**config.mk**
```make
export PLATFORM = sky130hd
export DESIGN_NAME = fcore_run_sequencer
export DESIGN_NICKNAME = d
export VERILOG_FILES = /design/src/rtl/fcore_sequencer_pkg.sv /design/src/rtl/fcore_seq_addr_table.sv /design/src/rtl/fcore_run_sequencer.sv
export SDC_FILE = /design/constraint.sdc
export NUM_CORES = 1
export LEC_CHECK = 0
export BUFFER_PORTS_ARGS = -buffer_cell sky130_fd_sc_hd__buf_4
export CORE_AREA = 2 2 118 120
export DETAILED_ROUTE_END_ITERATION = 10
export DIE_AREA = 0 0 120 122
export HOLD_SLACK_MARGIN = 0.12
export PLACE_DENSITY = 0.83
export RECOVER_POWER = 100
export SYNTH_ARGS = -nofsm -noshare
export SYNTH_HDL_FRONTEND = slang
export SYNTH_SLANG_ARGS = --single-unit
```
**constraint.sdc**
```tcl
create_clock -name clock -period 5.6 [get_ports clock]
set_input_delay 0.28 -clock clock [delete_from_list [all_inputs] [get_ports clock]]
set_output_delay 0.28 -clock clock [all_outputs]
set_load 0.01 [all_outputs]
```
**src/rtl/fcore_sequencer_pkg.sv**
```systemverilog
// Shared types and defaults for the fCore run sequencer.
package fcore_sequencer_pkg;

  typedef enum logic [2:0] {
    IDLE      = 3'd0,
    RUN       = 3'd1,
    WAIT_DONE = 3'd2,
    REQ       = 3'd3,
    RESP      = 3'd4,
    OUT_LAST  = 3'd5
  } seq_state_e;

  // Cycles allowed for done, or for a single read response, before faulting.
  localparam int DEFAULT_TIMEOUT_CYCLES = 4096;

  // Clamp a requested entry count to the table depth.
  function automatic int unsigned clamp_count(input int unsigned req_count,
                                              input int unsigned max_count);
    int unsigned res;
    if (req_count > max_count) begin
      res = max_count;
    end else begin
      res = req_count;
    end
    return res;
  endfunction

endpackage

```
**src/rtl/fcore_seq_addr_table.sv**
```systemverilog
// Readback address list: synchronous write port, combinational read port.
module fcore_seq_addr_table #(
  parameter int N_OUTPUTS      = 8,
  parameter int REG_ADDR_WIDTH = 8,
  parameter int IDX_WIDTH      = $clog2(N_OUTPUTS)
) (
  input  logic                      clock,
  input  logic                      reset,
  input  logic                      we_i,
  input  logic [IDX_WIDTH-1:0]      waddr_i,
  input  logic [REG_ADDR_WIDTH-1:0] wdata_i,
  input  logic [IDX_WIDTH-1:0]      raddr_i,
  output logic [REG_ADDR_WIDTH-1:0] rdata_o
);

  logic [REG_ADDR_WIDTH-1:0] table_q [N_OUTPUTS];

  // Store one entry per write strobe; indices past the table depth are dropped.
  always_ff @(posedge clock or posedge reset) begin
    if (reset) begin
      for (int i = 0; i < N_OUTPUTS; i++) begin
        table_q[i] <= '0;
      end
    end else if (we_i && (int'(waddr_i) < N_OUTPUTS)) begin
      table_q[waddr_i] <= wdata_i;
    end
  end

  // Return the addressed entry, or zero for an index past the table depth.
  always_comb begin
    rdata_o = '0;
    if (int'(raddr_i) < N_OUTPUTS) begin
      rdata_o = table_q[raddr_i];
    end else begin
      rdata_o = '0;
    end
  end

endmodule

```
**src/rtl/fcore_run_sequencer.sv**
```systemverilog
// Pulses the fCore run input per trigger, waits for done, then reads back a
// programmable list of result registers and streams them out with index tags.
module fcore_run_sequencer
  import fcore_sequencer_pkg::*;
#(
  parameter int N_OUTPUTS      = 8,
  parameter int REG_ADDR_WIDTH = 8,
  parameter int DATAPATH_WIDTH = 32,
  parameter int TIMEOUT_CYCLES = DEFAULT_TIMEOUT_CYCLES,
  // Derived from N_OUTPUTS; not meant to be overridden.
  parameter int IDX_WIDTH      = $clog2(N_OUTPUTS)
) (
  input  logic                      clock,
  input  logic                      reset,
  input  logic                      trigger,
  output logic                      core_run,
  input  logic                      core_done,
  input  logic                      core_fault,
  input  logic                      cfg_we,
  input  logic [IDX_WIDTH-1:0]      cfg_index,
  input  logic [REG_ADDR_WIDTH-1:0] cfg_addr,
  input  logic [IDX_WIDTH:0]        cfg_count,
  output logic                      read_request_valid,
  input  logic                      read_request_ready,
  output logic [REG_ADDR_WIDTH-1:0] read_request_data,
  input  logic                      read_response_valid,
  output logic                      read_response_ready,
  input  logic [DATAPATH_WIDTH-1:0] read_response_data,
  output logic                      results_valid,
  input  logic                      results_ready,
  output logic [DATAPATH_WIDTH-1:0] results_data,
  output logic [IDX_WIDTH-1:0]      results_dest,
  output logic                      results_last,
  output logic                      busy,
  output logic                      fault,
  output logic [15:0]               overrun_count
);

  localparam int CNT_W = IDX_WIDTH + 1;
  localparam int TMR_W = $clog2(TIMEOUT_CYCLES + 1);

  seq_state_e                state_q, state_d;
  logic [IDX_WIDTH-1:0]      idx_q, idx_d;
  logic [CNT_W-1:0]          count_q, count_d;
  logic [TMR_W-1:0]          timer_q, timer_d;
  logic                      fault_q, fault_d;
  logic [15:0]               ovr_q, ovr_d;
  logic                      res_valid_q, res_valid_d;
  logic [DATAPATH_WIDTH-1:0] res_data_q, res_data_d;
  logic [IDX_WIDTH-1:0]      res_dest_q, res_dest_d;
  logic                      res_last_q, res_last_d;

  logic                      resp_ready_s;
  logic                      resp_hs_s;
  logic                      last_s;
  logic                      timeout_s;
  logic [REG_ADDR_WIDTH-1:0] list_addr_s;

  fcore_seq_addr_table #(
    .N_OUTPUTS      (N_OUTPUTS),
    .REG_ADDR_WIDTH (REG_ADDR_WIDTH),
    .IDX_WIDTH      (IDX_WIDTH)
  ) u_addr_table (
    .clock   (clock),
    .reset   (reset),
    .we_i    (cfg_we),
    .waddr_i (cfg_index),
    .wdata_i (cfg_addr),
    .raddr_i (idx_q),
    .rdata_o (list_addr_s)
  );

  // Next-state, datapath and handshake decode for the sequencer.
  always_comb begin
    state_d     = state_q;
    idx_d       = idx_q;
    count_d     = count_q;
    timer_d     = timer_q;
    fault_d     = fault_q;
    ovr_d       = ovr_q;
    res_valid_d = res_valid_q;
    res_data_d  = res_data_q;
    res_dest_d  = res_dest_q;
    res_last_d  = res_last_q;

    // A response is only taken once the single output slot is free.
    resp_ready_s = (state_q == RESP) && !res_valid_q;
    resp_hs_s    = resp_ready_s && read_response_valid;
    last_s       = ({1'b0, idx_q} == (count_q - CNT_W'(1)));

    // Timeout fires on the last allowed cycle unless the awaited event lands.
    if ((state_q == WAIT_DONE) && !core_done && (timer_q == TMR_W'(TIMEOUT_CYCLES - 1))) begin
      timeout_s = 1'b1;
    end else if ((state_q == RESP) && !resp_hs_s && (timer_q == TMR_W'(TIMEOUT_CYCLES - 1))) begin
      timeout_s = 1'b1;
    end else begin
      timeout_s = 1'b0;
    end

    // Pending beat drains independently of the sequence position.
    if (res_valid_q && results_ready) begin
      res_valid_d = 1'b0;
    end else begin
      res_valid_d = res_valid_q;
    end

    // Triggers arriving mid-sequence are dropped and counted; a faulted block ignores them.
    if (trigger && (state_q != IDLE) && !fault_q && (ovr_q != 16'hFFFF)) begin
      ovr_d = ovr_q + 16'd1;
    end else begin
      ovr_d = ovr_q;
    end

    case (state_q)
      IDLE: begin
        if (trigger && !fault_q) begin
          state_d = RUN;
          count_d = CNT_W'(clamp_count(32'(cfg_count), 32'(N_OUTPUTS)));
        end else begin
          state_d = IDLE;
        end
      end
      RUN: begin
        state_d = WAIT_DONE;
        timer_d = '0;
      end
      WAIT_DONE: begin
        if (core_done) begin
          idx_d = '0;
          if (count_q == '0) begin
            state_d = IDLE;
          end else begin
            state_d = REQ;
          end
        end else begin
          timer_d = timer_q + TMR_W'(1);
        end
      end
      REQ: begin
        if (read_request_ready) begin
          state_d = RESP;
          timer_d = '0;
        end else begin
          state_d = REQ;
        end
      end
      RESP: begin
        if (resp_hs_s) begin
          res_valid_d = 1'b1;
          res_data_d  = read_response_data;
          res_dest_d  = idx_q;
          res_last_d  = last_s;
          if (last_s) begin
            state_d = OUT_LAST;
          end else begin
            state_d = REQ;
            idx_d   = idx_q + IDX_WIDTH'(1);
          end
        end else begin
          timer_d = timer_q + TMR_W'(1);
        end
      end
      OUT_LAST: begin
        if (res_valid_q && results_ready) begin
          state_d = IDLE;
        end else begin
          state_d = OUT_LAST;
        end
      end
      default: begin
        state_d = IDLE;
      end
    endcase

    // Core fault or timeout aborts the sequence and discards the pending beat.
    if ((state_q != IDLE) && (core_fault || timeout_s)) begin
      state_d     = IDLE;
      fault_d     = 1'b1;
      res_valid_d = 1'b0;
    end else begin
      fault_d = fault_q;
    end
  end

  // State, counters and the single-entry results buffer.
  always_ff @(posedge clock or posedge reset) begin
    if (reset) begin
      state_q     <= IDLE;
      idx_q       <= '0;
      count_q     <= '0;
      timer_q     <= '0;
      fault_q     <= 1'b0;
      ovr_q       <= 16'd0;
      res_valid_q <= 1'b0;
      res_data_q  <= '0;
      res_dest_q  <= '0;
      res_last_q  <= 1'b0;
    end else begin
      state_q     <= state_d;
      idx_q       <= idx_d;
      count_q     <= count_d;
      timer_q     <= timer_d;
      fault_q     <= fault_d;
      ovr_q       <= ovr_d;
      res_valid_q <= res_valid_d;
      res_data_q  <= res_data_d;
      res_dest_q  <= res_dest_d;
      res_last_q  <= res_last_d;
    end
  end

  assign core_run            = (state_q == RUN);
  assign busy                = (state_q != IDLE);
  assign fault               = fault_q;
  assign overrun_count       = ovr_q;
  assign read_request_valid  = (state_q == REQ);
  assign read_request_data   = list_addr_s;
  assign read_response_ready = resp_ready_s;
  assign results_valid       = res_valid_q;
  assign results_data        = res_data_q;
  assign results_dest        = res_dest_q;
  assign results_last        = res_last_q;

endmodule

```
Word-level counts from Yosys, hierarchy flattened
Cells that the tools add are included.
- bits in writable memories: 0
- memory bits (read-only): 0
- input port bits: 56
- memories: 0
- output and inout port bits: 66
- bits in latches: 0
- logic and storage cells: 102
- flip-flop bits (word level): 141
- reductions and logical operators: 28
- multipliers: 0
- $lt $le $gt $ge: 4
- divide/modulo/power cells: 0
- eq/ne operators: 16
- bitwise gates (word level): 2
- mux-type cells: 30
- add/sub/neg operators: 4
- shift-type cells: 0
- operators by type and width (kind ; number):
    $bwmux W64 ; 1
    $pmux W13 S4 ; 1
    $mux W13 ; 3
    $mux W3 ; 9
    $bmux W8 S3 ; 1
    $demux W8 S3 ; 1
    $mux W8 ; 3
    $pmux W3 S6 ; 1
    $add A16 B1 Y16 const B ; 1
    $ne A16 B16 Y1 const B ; 1
    $add A13 B1 Y13 const B ; 1
    $eq A13 B12 Y1 const B ; 1
    $logic_and A1 B1 Y1 ; 13
    $ne A2 B2 Y1 const B ; 5
    $ge A4 B4 Y1 const B ; 2
    $not A3 Y4 ; 2
    $reduce_and A4 Y1 ; 2
    $mux W1 ; 7
    $eq A3 B2 Y1 const B ; 2
    $eq A3 B3 Y1 const B ; 2
    $ne A3 B2 Y1 const B ; 2
    $pmux W3 S2 ; 1
    $reduce_and A2 Y1 ; 3
    $eq A3 B4 Y1 ; 1
    other kinds (15) ; 18

Logic depth before layout (Yosys ltp)
Gate-level depths: netlist (run 1).
- word-level depth: 12
- gate-level depth with buffers: 7
- mapped depth without buffers: 7

Modules after synthesis
A second synthesis (run 1) with hierarchy kept.
- cell total of the unflattened synthesis: 494
- area total of the unflattened synthesis: 6687.7 um^2
- by module, submodules not included (module ; sequential area each (um^2) ; area each (um^2) ; cells each ; instances):
    fcore_run_sequencer ; 1926.8 ; 3678.5 ; 321 ; 1
    fcore_seq_addr_table ; 1601.5 ; 3009.1 ; 173 ; 1

Least setup slack after synthesis (run 1)
No wires, ideal clock.
- kind: reg-to-reg
- from: reg count_q[0]
- to: reg state_q[1]
- period minus slack after synthesis: 1969 ps
- arrival time: 1845 ps
- setup time: 124 ps
- path buffers: 0
- data required time: 5476 ps
- setup slack: 3631 ps
- cell stages (with the launch flop): 8
- cells stage by stage: dfrtp_1 > inv_1 > ha_1 > xor2_1 > or4_4 > a211oi_4 > nor2_2 > o31a_1
- longest elaborated chain between the ends: 6
- elaborated cells on any way between the ends: 9
- classes of those cells: add/sub (1); eq/ne (1); mux (6); reduce/logical (1)
- ends and longest elaborated chain (item ; RTL line ; text):
    from (decl) ; fcore_run_sequencer.sv:44 ; logic [CNT_W-1:0] count_q, count_d;
    from (signal assigned) ; fcore_run_sequencer.sv:201 ; count_q <= count_d;
    $sub A4 B1 Y4 ; fcore_run_sequencer.sv:89 ; last_s = ({1'b0, idx_q} == (count_q - CNT_W'(1)));
    $eq A3 B4 Y1 ; fcore_run_sequencer.sv:89 ;
    $mux W3 ; fcore_run_sequencer.sv:153 ; if (last_s) begin
    $mux W3 ; fcore_run_sequencer.sv:148 ; if (resp_hs_s) begin
    $pmux W3 S6 (*) ; fcore_run_sequencer.sv:114 ; case (state_q)
    $mux W3 (*) ; fcore_run_sequencer.sv:176 ; if ((state_q != IDLE) && (core_fault || timeout_s)) begin
    to (signal assigned) ; fcore_run_sequencer.sv:199 ; state_q <= state_d;
    to (decl) ; fcore_run_sequencer.sv:42 ; seq_state_e state_q, state_d;
Every way passes the cells marked *; elsewhere a longest branch is shown, timed or not. The select of a mux whose other input is x is not followed.
A chain may end at the register's enable or synchronous reset.

Final worst setup path (run 1)
- from: reg state_q[0]
- to: reg res_data_q[7] (netlist: results_data[7])
- longest elaborated chain between the ends: 4
- ends and longest elaborated chain (item ; RTL line ; text):
    $eq A3 B3 Y1 (*) ; fcore_run_sequencer.sv:87, fcore_run_sequencer.sv:114 ;
    $logic_and A1 B1 Y1 ; fcore_run_sequencer.sv:87 ; resp_ready_s = (state_q == RESP) && !res_valid_q;
    $logic_and A1 B1 Y1 ; fcore_run_sequencer.sv:88 ; resp_hs_s = resp_ready_s && read_response_valid;
    $reduce_and A2 Y1 (no line) (*) ; - ;
    to (signal assigned) ; fcore_run_sequencer.sv:206 ; res_data_q <= res_data_d;
    to (decl) ; fcore_run_sequencer.sv:49 ; logic [DATAPATH_WIDTH-1:0] res_data_q, res_data_d;
Every way passes the cells marked *; elsewhere a longest branch is shown, timed or not.

==> results of run 1 <==
## synth_stat cells (8+ instances only)
cell type / instances / area share
nand2_1: 33 / 0.019
inv_1: 9 / 0.0052
mux2_2: 91 / 0.16
nand4_1: 8 / 0.0077
mux2_1: 20 / 0.035
nand3_1: 10 / 0.0077
xnor2_1: 15 / 0.020
mux4_2: 16 / 0.055
nand2b_1: 10 / 0.0096
clkbuf_1: 10 / 0.0058
dfrtp_1: 141 / 0.54
a21oi_1: 10 / 0.0077
nor2_1: 26 / 0.015
## sequential cells by signal (all words and copies together) (netlist names)
name                  flops
results_last              1
results_valid             1
count_q                   4
overrun_count            16
results_dest              3
idx_q                     3
state_q                   3
results_data             32
u_addr_table.table_q     64
fault                     1
timer_q                  13
## area by class of cell
type | instances | area, um^2
clock buffer | 18 | 429.2
clock inverter | 13 | 173.9
timing repair buffer | 159 | 1026
inverter | 10 | 38.79
multi-input combinational | 326 | 2841
sequential | 141 | 3528
tap | 180 | 225.2
fill | 1068 | 5241
## power by group through the flow
stage | combinational (mW) | sequential [mW] | clock, mW
finish | 1.13 | 1.52 | 1.16
global route | 1.23 | 1.56 | 1.22
CTS | 1.30 | 1.52 | 1.18
detailed placement | 1.28 | 1.53 | 0
global placement | 1.23 | 1.51 | 0
floorplan | 0.791 | 1.49 | 0
## metrics by stage
step,hold slack [ps],utilization,cells
floorplan,411.7,-,494
global placement,374.1,0.5640,781
detailed placement,378.8,0.5640,781
CTS,135.5,0.6346,847
global route,135.5,0.6119,847
finish,136.5,0.6119,847
## metal layers
layer / vias up / GRT usage / wire length, um
met1: 2350 / 0.2473 / 6039
met4: 0 / 0.1132 / 512
met3: 49 / 0.05478 / 855
met2: 171 / 0.3938 / 8043
li1: 2128 / - / -
met5: - / 0 / 0
## path summary, 6_finish.rpt
kind / slack (ps) / endpoint
setup / recovery: 2370 / results_data[7]$_DFFE_PP0P_
hold / removal: 140 / state_q[0]$_DFFE_PP0P_
setup reg to reg: 2370 / results_data[7]$_DFFE_PP0P_
hold reg to reg: 490 / results_data[24]$_DFFE_PP0P_
max in group asynchronous: 2510 / u_addr_table.table_q[51]$_DFFE_PP0P_
min in group asynchronous: 1180 / overrun_count[9]$_DFFE_PP0P_
## timing repair
item	CTS	global route
setup endpoints to repair	0	0
hold buffers	35	0
endpoints found under the hold margin	95	0
## cell usage in the layout (no fill, tap or decap), types with 3 or more instances in the layout
cell	synthesis	routed
dfrtp_1	141	141
mux2_2	91	87
clkbuf_1	10	69
buf_4	0	55
dlygate4sd3_1	0	35
nand2_1	33	33
nor2_1	26	26
mux2_1	20	24
clkbuf_16	0	17
mux4_2	16	16
xnor2_1	15	15
nor3_1	7	10
nand3_1	10	10
nand2b_1	10	10
a21oi_1	10	10
inv_1	9	8
nand4_1	8	8
xor2_1	7	7
o21ai_0	6	6
clkinv_2	0	6
and4_1	5	5
ha_1	5	5
and3_1	4	4
nor4b_1	4	4
bufinv_16	0	4
nand3b_1	3	3
o41ai_1	2	3
nor3b_1	1	3
a21o_1	3	3
nor4_1	3	3
nand4b_1	3	3
## worst reg2reg max path: stages (launching register included)
cell and delay (ps):
dfrtp_1 690, nor2_1 130, and2_0 250, nand2_1 80, clkbuf_1 1490, mux2_2 470
## cell families (layout without fill, tap and decap cells)
kind of cell	count (synthesis)	after routing	synth area share
and+or+nand+nor	134	134	0.1135
buffers and inverters	27	200	0.01668
adders and majority gates	5	5	0.009586
muxes	128	128	0.2483
DFF	141	141	0.5406
AOI/OAI and AO/OA	37	37	0.04180
xor gates and xnor gates	22	22	0.02953
==> summary.txt, run 1 <==
Logic synthesis
  • Yosys cell types: 53
  • Synthesized flop and latch total: 141
  • Sequential element share of the synthesized area: 0.5406
  • Main flop type after synthesis: dfrtp_1
  • Number of synthesized flops with an enable pin: 0
  • Post-synthesis average cell area: 13.21 um^2
  • Mapped Cells: approximately 490
  • Syn nets: 555
  • Fraction of registers with async set/reset: 1.000
  • Synth warn: 0
  • Post-synth design cell area: between 6000 and 7000 um^2

Routing
  • Routed wire length: 15,450 um
  • Drc violations: 0
  • Post-DR vias/cell: 5.547
  • First drt pass iteration count: 5
  • Antenna-violating nets left: 0
  • Initial DRC count: about 350
  • Vias post-DR: between 4,000 and 5,000
  • WL per Instance: 18.24 um

Timing
  • Max Freq: 309.4 MHz
  • Tcrit/Tclk final: 0.5771
  • PnR worst setup slack: 2368 ps
  • Relative slew slack: -0.7800
  • Setup TNS: 0 ps
  • Fin. Hold Viols: 0
  • RSZ-0062 raised after global routing: false
  • Max Clock Skew: 5.737 ps
  • Final Max Slew Viols: 128
  • Worst-Margin Slew: 2655 ps
  • Final setup viols: 0
  • Min Tclk post-route: 3232 ps

Power and ir drop
  • Int Power: roughly 2.6 mW
  • Peak supply drop: 237.3 uV
  • Leak: 3.563 nW
  • Sw power: 1.213 mW
  • Share of total power in combinational logic: 0.297
  • Sequential power share: 0.400
  • Sw Share: 0.3184
  • Pwr Density: roughly 460 nW/um^2
  • Overall power: roughly 3.8 mW
  • Clock share of power: 0.303

Critical path
  • Critical setup path kind: flop to flop
  • CP endpoint kind: flop
  • CP delay by family, top: buffers and inverters
  • Crit path DAT: 3530 ps
  • CP Launch Point: state_q[0]$_DFFE_PP0P_
  • Worst path required time: 5900 ps
  • RR Startpoint: state_q[0]$_DFFE_PP0P_
  • Slowest CP cell: clkbuf_1
  • R2R depth: 5
  • Critical path's largest stage delay: 1490 ps
  • WP buf/inv: 1
  • Number of cells on the critical path: 5
  • Crit path launch type: flop
  • Critical path fanouts, max: 37
  • CP Cell Sequence: nor2_1, and2_0, nand2_1, clkbuf_1, mux2_2

CTS
  • Num Clock Sinks: 141
  • CTS Buf Count: 17
  • H-tree Lvls: 4
  • Worst skew pair latency: 420 ps
  • Worst-path clk slew: 60 ps
  • Deepest clock path buffer count: 2
  • CTS tree: built
  • CTS root buffer: clkbuf_16
  • PostCTS Resize Cnt: 0
  • Post-CTS Setup Repair Bufs: 0

Floorplanning
  • Rows: 43
  • DIE WIDTH: around 120 um
  • Die Ht: 122 um
  • Core Footprint: 13,500 um^2
  • I/O pin total: 122
  • DIE AREA: between 10,000 and 15,000 um^2
  • Initial core utilization: 0.4833

Hold path
  • Hold Path Stages: 4
  • Hold path start: core_fault
  • Hold Path Class: input pin to flop

GRT
  • GRT Total Usage: 0.2216
  • Initial antenna violation count: 0
  • GRT overflow: 0
  • Largest net degree at the start of global routing: 81
  • First-pass GRT wire length: 24,770 um
  • Number of global-route vias before repair: 5,029

Outcome
  • Failing checks: capacitance limit, slew limit
  • Status: complete, but fails checks

Placed design
  • Port bufs: 121
  • Place WS: between 2000 and 3000 ps
  • Detailed Place HPWL: roughly 9800 um
  • Placed cell areas: between 7000 and 8000 um^2
  • GPL Wtd Cong: 0.8615

Final layout
  • Share of cells above drive strength 1: 0.2909
  • Layout Nets: approximately 720
  • Final instance area: 8263 um^2
  • Area grow syn2layout: 26.61%
  • # diodes: 0

Job
  • Max-cap violations: 5
Note: power is estimated with default switching activity, not from simulation.
==> run 2: changes to the inputs <==
==> constraint.sdc (replaced) <==
create_clock -name clock -period 3.1 [get_ports clock]
set_input_delay 0.155 -clock clock [delete_from_list [all_inputs] [get_ports clock]]
set_output_delay 0.155 -clock clock [all_outputs]
set_load 0.01 [all_outputs]
==> summary.txt, run 2 (same netlist as run 1, synthesis figures left out) <==
Routing
  • First drt pass iteration count: 4 (was 5)
  • Met2 WL: 8196 um (was 8043 um)
  • Drc violations: 0 (unchanged)
  • WL per Instance: 18.08 um (was 18.24 um)
  • Vias post-DR: 4,750 (was 4,698)
  • DR top layer: met4 (unchanged)
  • Routed wire length: 15,620 um (was 15,450 um)
  • Post-DR vias/cell: 5.498 (was 5.547)
  • Antenna-violating nets left: 0 (unchanged)
  • Initial DRC count: 358 (was 351)
  • Metal1 wirelength: 6350 um (was 6039 um)
  • Met3 Wirelength: 727 um (was 855 um)

Final layout
  • Area of the multi-input gates: 2844 um^2 (was 2841 um^2)
  • Register Area: 3528 um^2 (unchanged)
  • Layout Nets: 732 (was 716)
  • # diodes: 0 (unchanged)
  • Reg with most FFs: u_addr_table.table_q (unchanged)
  • Non-Filler Instances: 864 (was 847)
  • Max reg flops: 64 (unchanged)
  • Fin util: 0.6257 (was 0.6119)
  • Fillers: 1,066 (was 1,068)
  • Share of cells above drive strength 1: 0.2909 (about the same)
  • Most frequent cells in the layout: dfrtp_1, mux2_2, clkbuf_1 (unchanged)
  • Area grow syn2layout: 29.47% (was 26.61%)
  • Commonest non-fill, non-tap cell in the layout: dfrtp_1 (unchanged)

CTS
  • Deepest clock path buffer count: 2 (unchanged)
  • Worst skew pair latency: 420 ps (about the same)
  • H-tree Lvls: 4 (unchanged)
  • CTS tree: built (unchanged)
  • Num Clock Sinks: 141 (unchanged)
  • Worst-path clk slew: 60 ps (about the same)
  • CTS root buffer: clkbuf_16 (unchanged)
  • PostCTS Resize Cnt: 0 (unchanged)
  • CTS Buf Count: 17 (unchanged)

Placed design
  • Detailed Place HPWL: 9977 um (was 9832 um)
  • Placed insts: 782 (was 781)
  • GPL Wtd Cong: 0.9234 (was 0.8615)
  • Port bufs: 121 (unchanged)

Critical path
  • CP Cell Sequence: nand2b_1, o22ai_1, nand2_1, o41ai_1, a21oi_1, dlygate4sd3_1 (was nor2_1, and2_0, nand2_1, clkbuf_1, mux2_2)
  • Critical path's largest stage delay: 680 ps (was 1490 ps)
  • WP buf/inv: 1 (unchanged)
  • Critical setup path kind: flop to flop (unchanged)
  • Number of cells on the critical path: 6 (was 5)
  • Crit path launch type: flop (unchanged)
  • RR Startpoint: state_q[2]$_DFFE_PP0P_ (was state_q[0]$_DFFE_PP0P_)
  • CP endpoint kind: flop (unchanged)
  • Slowest CP cell: o41ai_1 (was clkbuf_1)
  • Crit path DAT: 3100 ps (was 3530 ps)
  • CP delay by family, top: compound AO/OA/AOI/OAI gates (was buffers and inverters)
  • R2R depth: 6 (was 5)
  • CP Launch Point: state_q[2]$_DFFE_PP0P_ (was state_q[0]$_DFFE_PP0P_)
  • Worst path required time: 3400 ps (was 5900 ps)
  • Critical path fanouts, max: 15 (was 37)

Hold path
  • Hold path start: trigger (was core_fault)
  • Hold Path Class: input pin to flop (unchanged)
  • Hold Path Stages: 4 (unchanged)

Timing
  • Tcrit/Tclk final: 0.9037 (was 0.5771)
  • Final Max Slew Viols: 62 (was 128)
  • Max Clock Skew: 6.976 ps (was 5.737 ps)
  • Setup TNS: 0 ps (unchanged)
  • Worst-Margin Slew: 1821 ps (was 2655 ps)
  • RSZ-0062 raised after global routing: false (unchanged)
  • Relative slew slack: -0.2206 (was -0.7800)
  • Min Tclk post-route: 2801 ps (was 3232 ps)
  • Final setup viols: 0 (unchanged)
  • Max Freq: 357.0 MHz (was 309.4 MHz)
  • Fin. Hold Viols: 0 (unchanged)

Power and ir drop
  • Share of total power in combinational logic: 0.300 (was 0.297)
  • Pwr Density: 822.4 nW/um^2 (was 461.0 nW/um^2)
  • Leak: 3.649 nW (was 3.563 nW)
  • Peak supply drop: 417.3 uV (was 237.3 uV)
  • Clock share of power: 0.303 (about the same)
  • Sw power: 2.202 mW (was 1.213 mW)
  • Sequential power share: 0.397 (was 0.400)
  • Int Power: 4.747 mW (was 2.596 mW)
  • Sw Share: 0.3169 (was 0.3184)

Job
  • Max-cap violations: 3 (was 5)

GRT
  • First-pass GRT wire length: 25,140 um (was 24,770 um)
  • Initial antenna violation count: 0 (unchanged)
  • GRT overflow: 0 (unchanged)
  • Number of global-route vias before repair: 5,001 (was 5,029)
  • Largest net degree at the start of global routing: 70 (was 81)
  • GRT Total Usage: 0.2234 (was 0.2216)

Outcome
  • Failing checks: capacitance limit, slew limit (unchanged)
  • Status: complete, but fails checks (unchanged)

Floorplanning
  • Core Footprint: 13,500 um^2 (unchanged)
  • Rows: 43 (unchanged)
  • I/O pin total: 122 (unchanged)
  • Initial core utilization: 0.4833 (unchanged)
  • DIE AREA: 14,640 um^2 (unchanged)
  • DIE WIDTH: 120 um (unchanged)
  • Die Ht: 122 um (unchanged)
==> run 2: cell count changes in the layout (fill, tap and decap cells not counted), sizes merged <==
cell,change
buf,+2
dlygate4sd3,+15
clkbuf,+3
clkinv,-3
bufinv,-1
clkinvlp,+1
==> run 2: layer usage <==
layer	vias up	track usage
met5	-	0
met4	0	0.09485
met3	29	0.04448
met2	145	0.3881
met1	2421	0.2724
li1	2155	-
==> run 2: area by class of cell <==
cell class / count / share of cell area
clock buffer: 22 / 0.05731
clock inverter: 10 / 0.01614
inverter: 10 / 0.004591
multi-input combinational: 326 / 0.3366
sequential: 141 / 0.4176
tap: 180 / 0.02665
timing repair buffer: 175 / 0.1411
==> run 2: power by group through the flow <==
stage               registers (mW)  logic (mW)  clock network [mW]
global placement              2.74        2.24                   0
finish                        2.76        2.08                2.11
global route                  2.82        2.27                2.24
detailed placement            2.78        2.32                   0
floorplan                     2.70        1.43                   0
CTS                           2.75        2.40                2.13
==> run 2: repair_timing <==
| action | CTS | global route |
|---|---|---|
| hold buffers | 50 | 0 |
| buffers inserted | 0 | 0 |
| hold endpoints to repair | 144 | 0 |
==> run 2: path summary, 6_finish.rpt <==
check                                                        to  slack (ps)
setup / recovery                        results_valid$_DFF_PP0_         300
hold / removal                     overrun_count[0]$_DFFE_PP0P_         190
setup reg to reg                        results_valid$_DFF_PP0_         300
hold reg to reg                    results_data[23]$_DFFE_PP0P_         490
max in group asynchronous  u_addr_table.table_q[37]$_DFFE_PP0P_         610
min in group asynchronous           results_data[4]$_DFFE_PP0P_         780
==> run 2: metrics by stage <==
step           instance area (um^2)  setup WS, ps  hold slack [ps]  power [mW]
6_report                       8449         298.6            188.2       6.949
5_1_grt                        8449         154.8            218.3       7.331
4_1_cts                        8758         487.2            169.8       7.287
3_5_place_dp                   7637         788.3            372.7       5.100
3_3_place_gp                   7637         878.7            368.9       4.978
2_1_floorplan                  6530          1131            286.7       4.127
==> run 2: tightest hold or removal path: cells and delay by family <==
family / cells / cell delay [ps]
buf+inv: 1 / 120
xor+xnor: 1 / 130
simple gates: 2 / 160
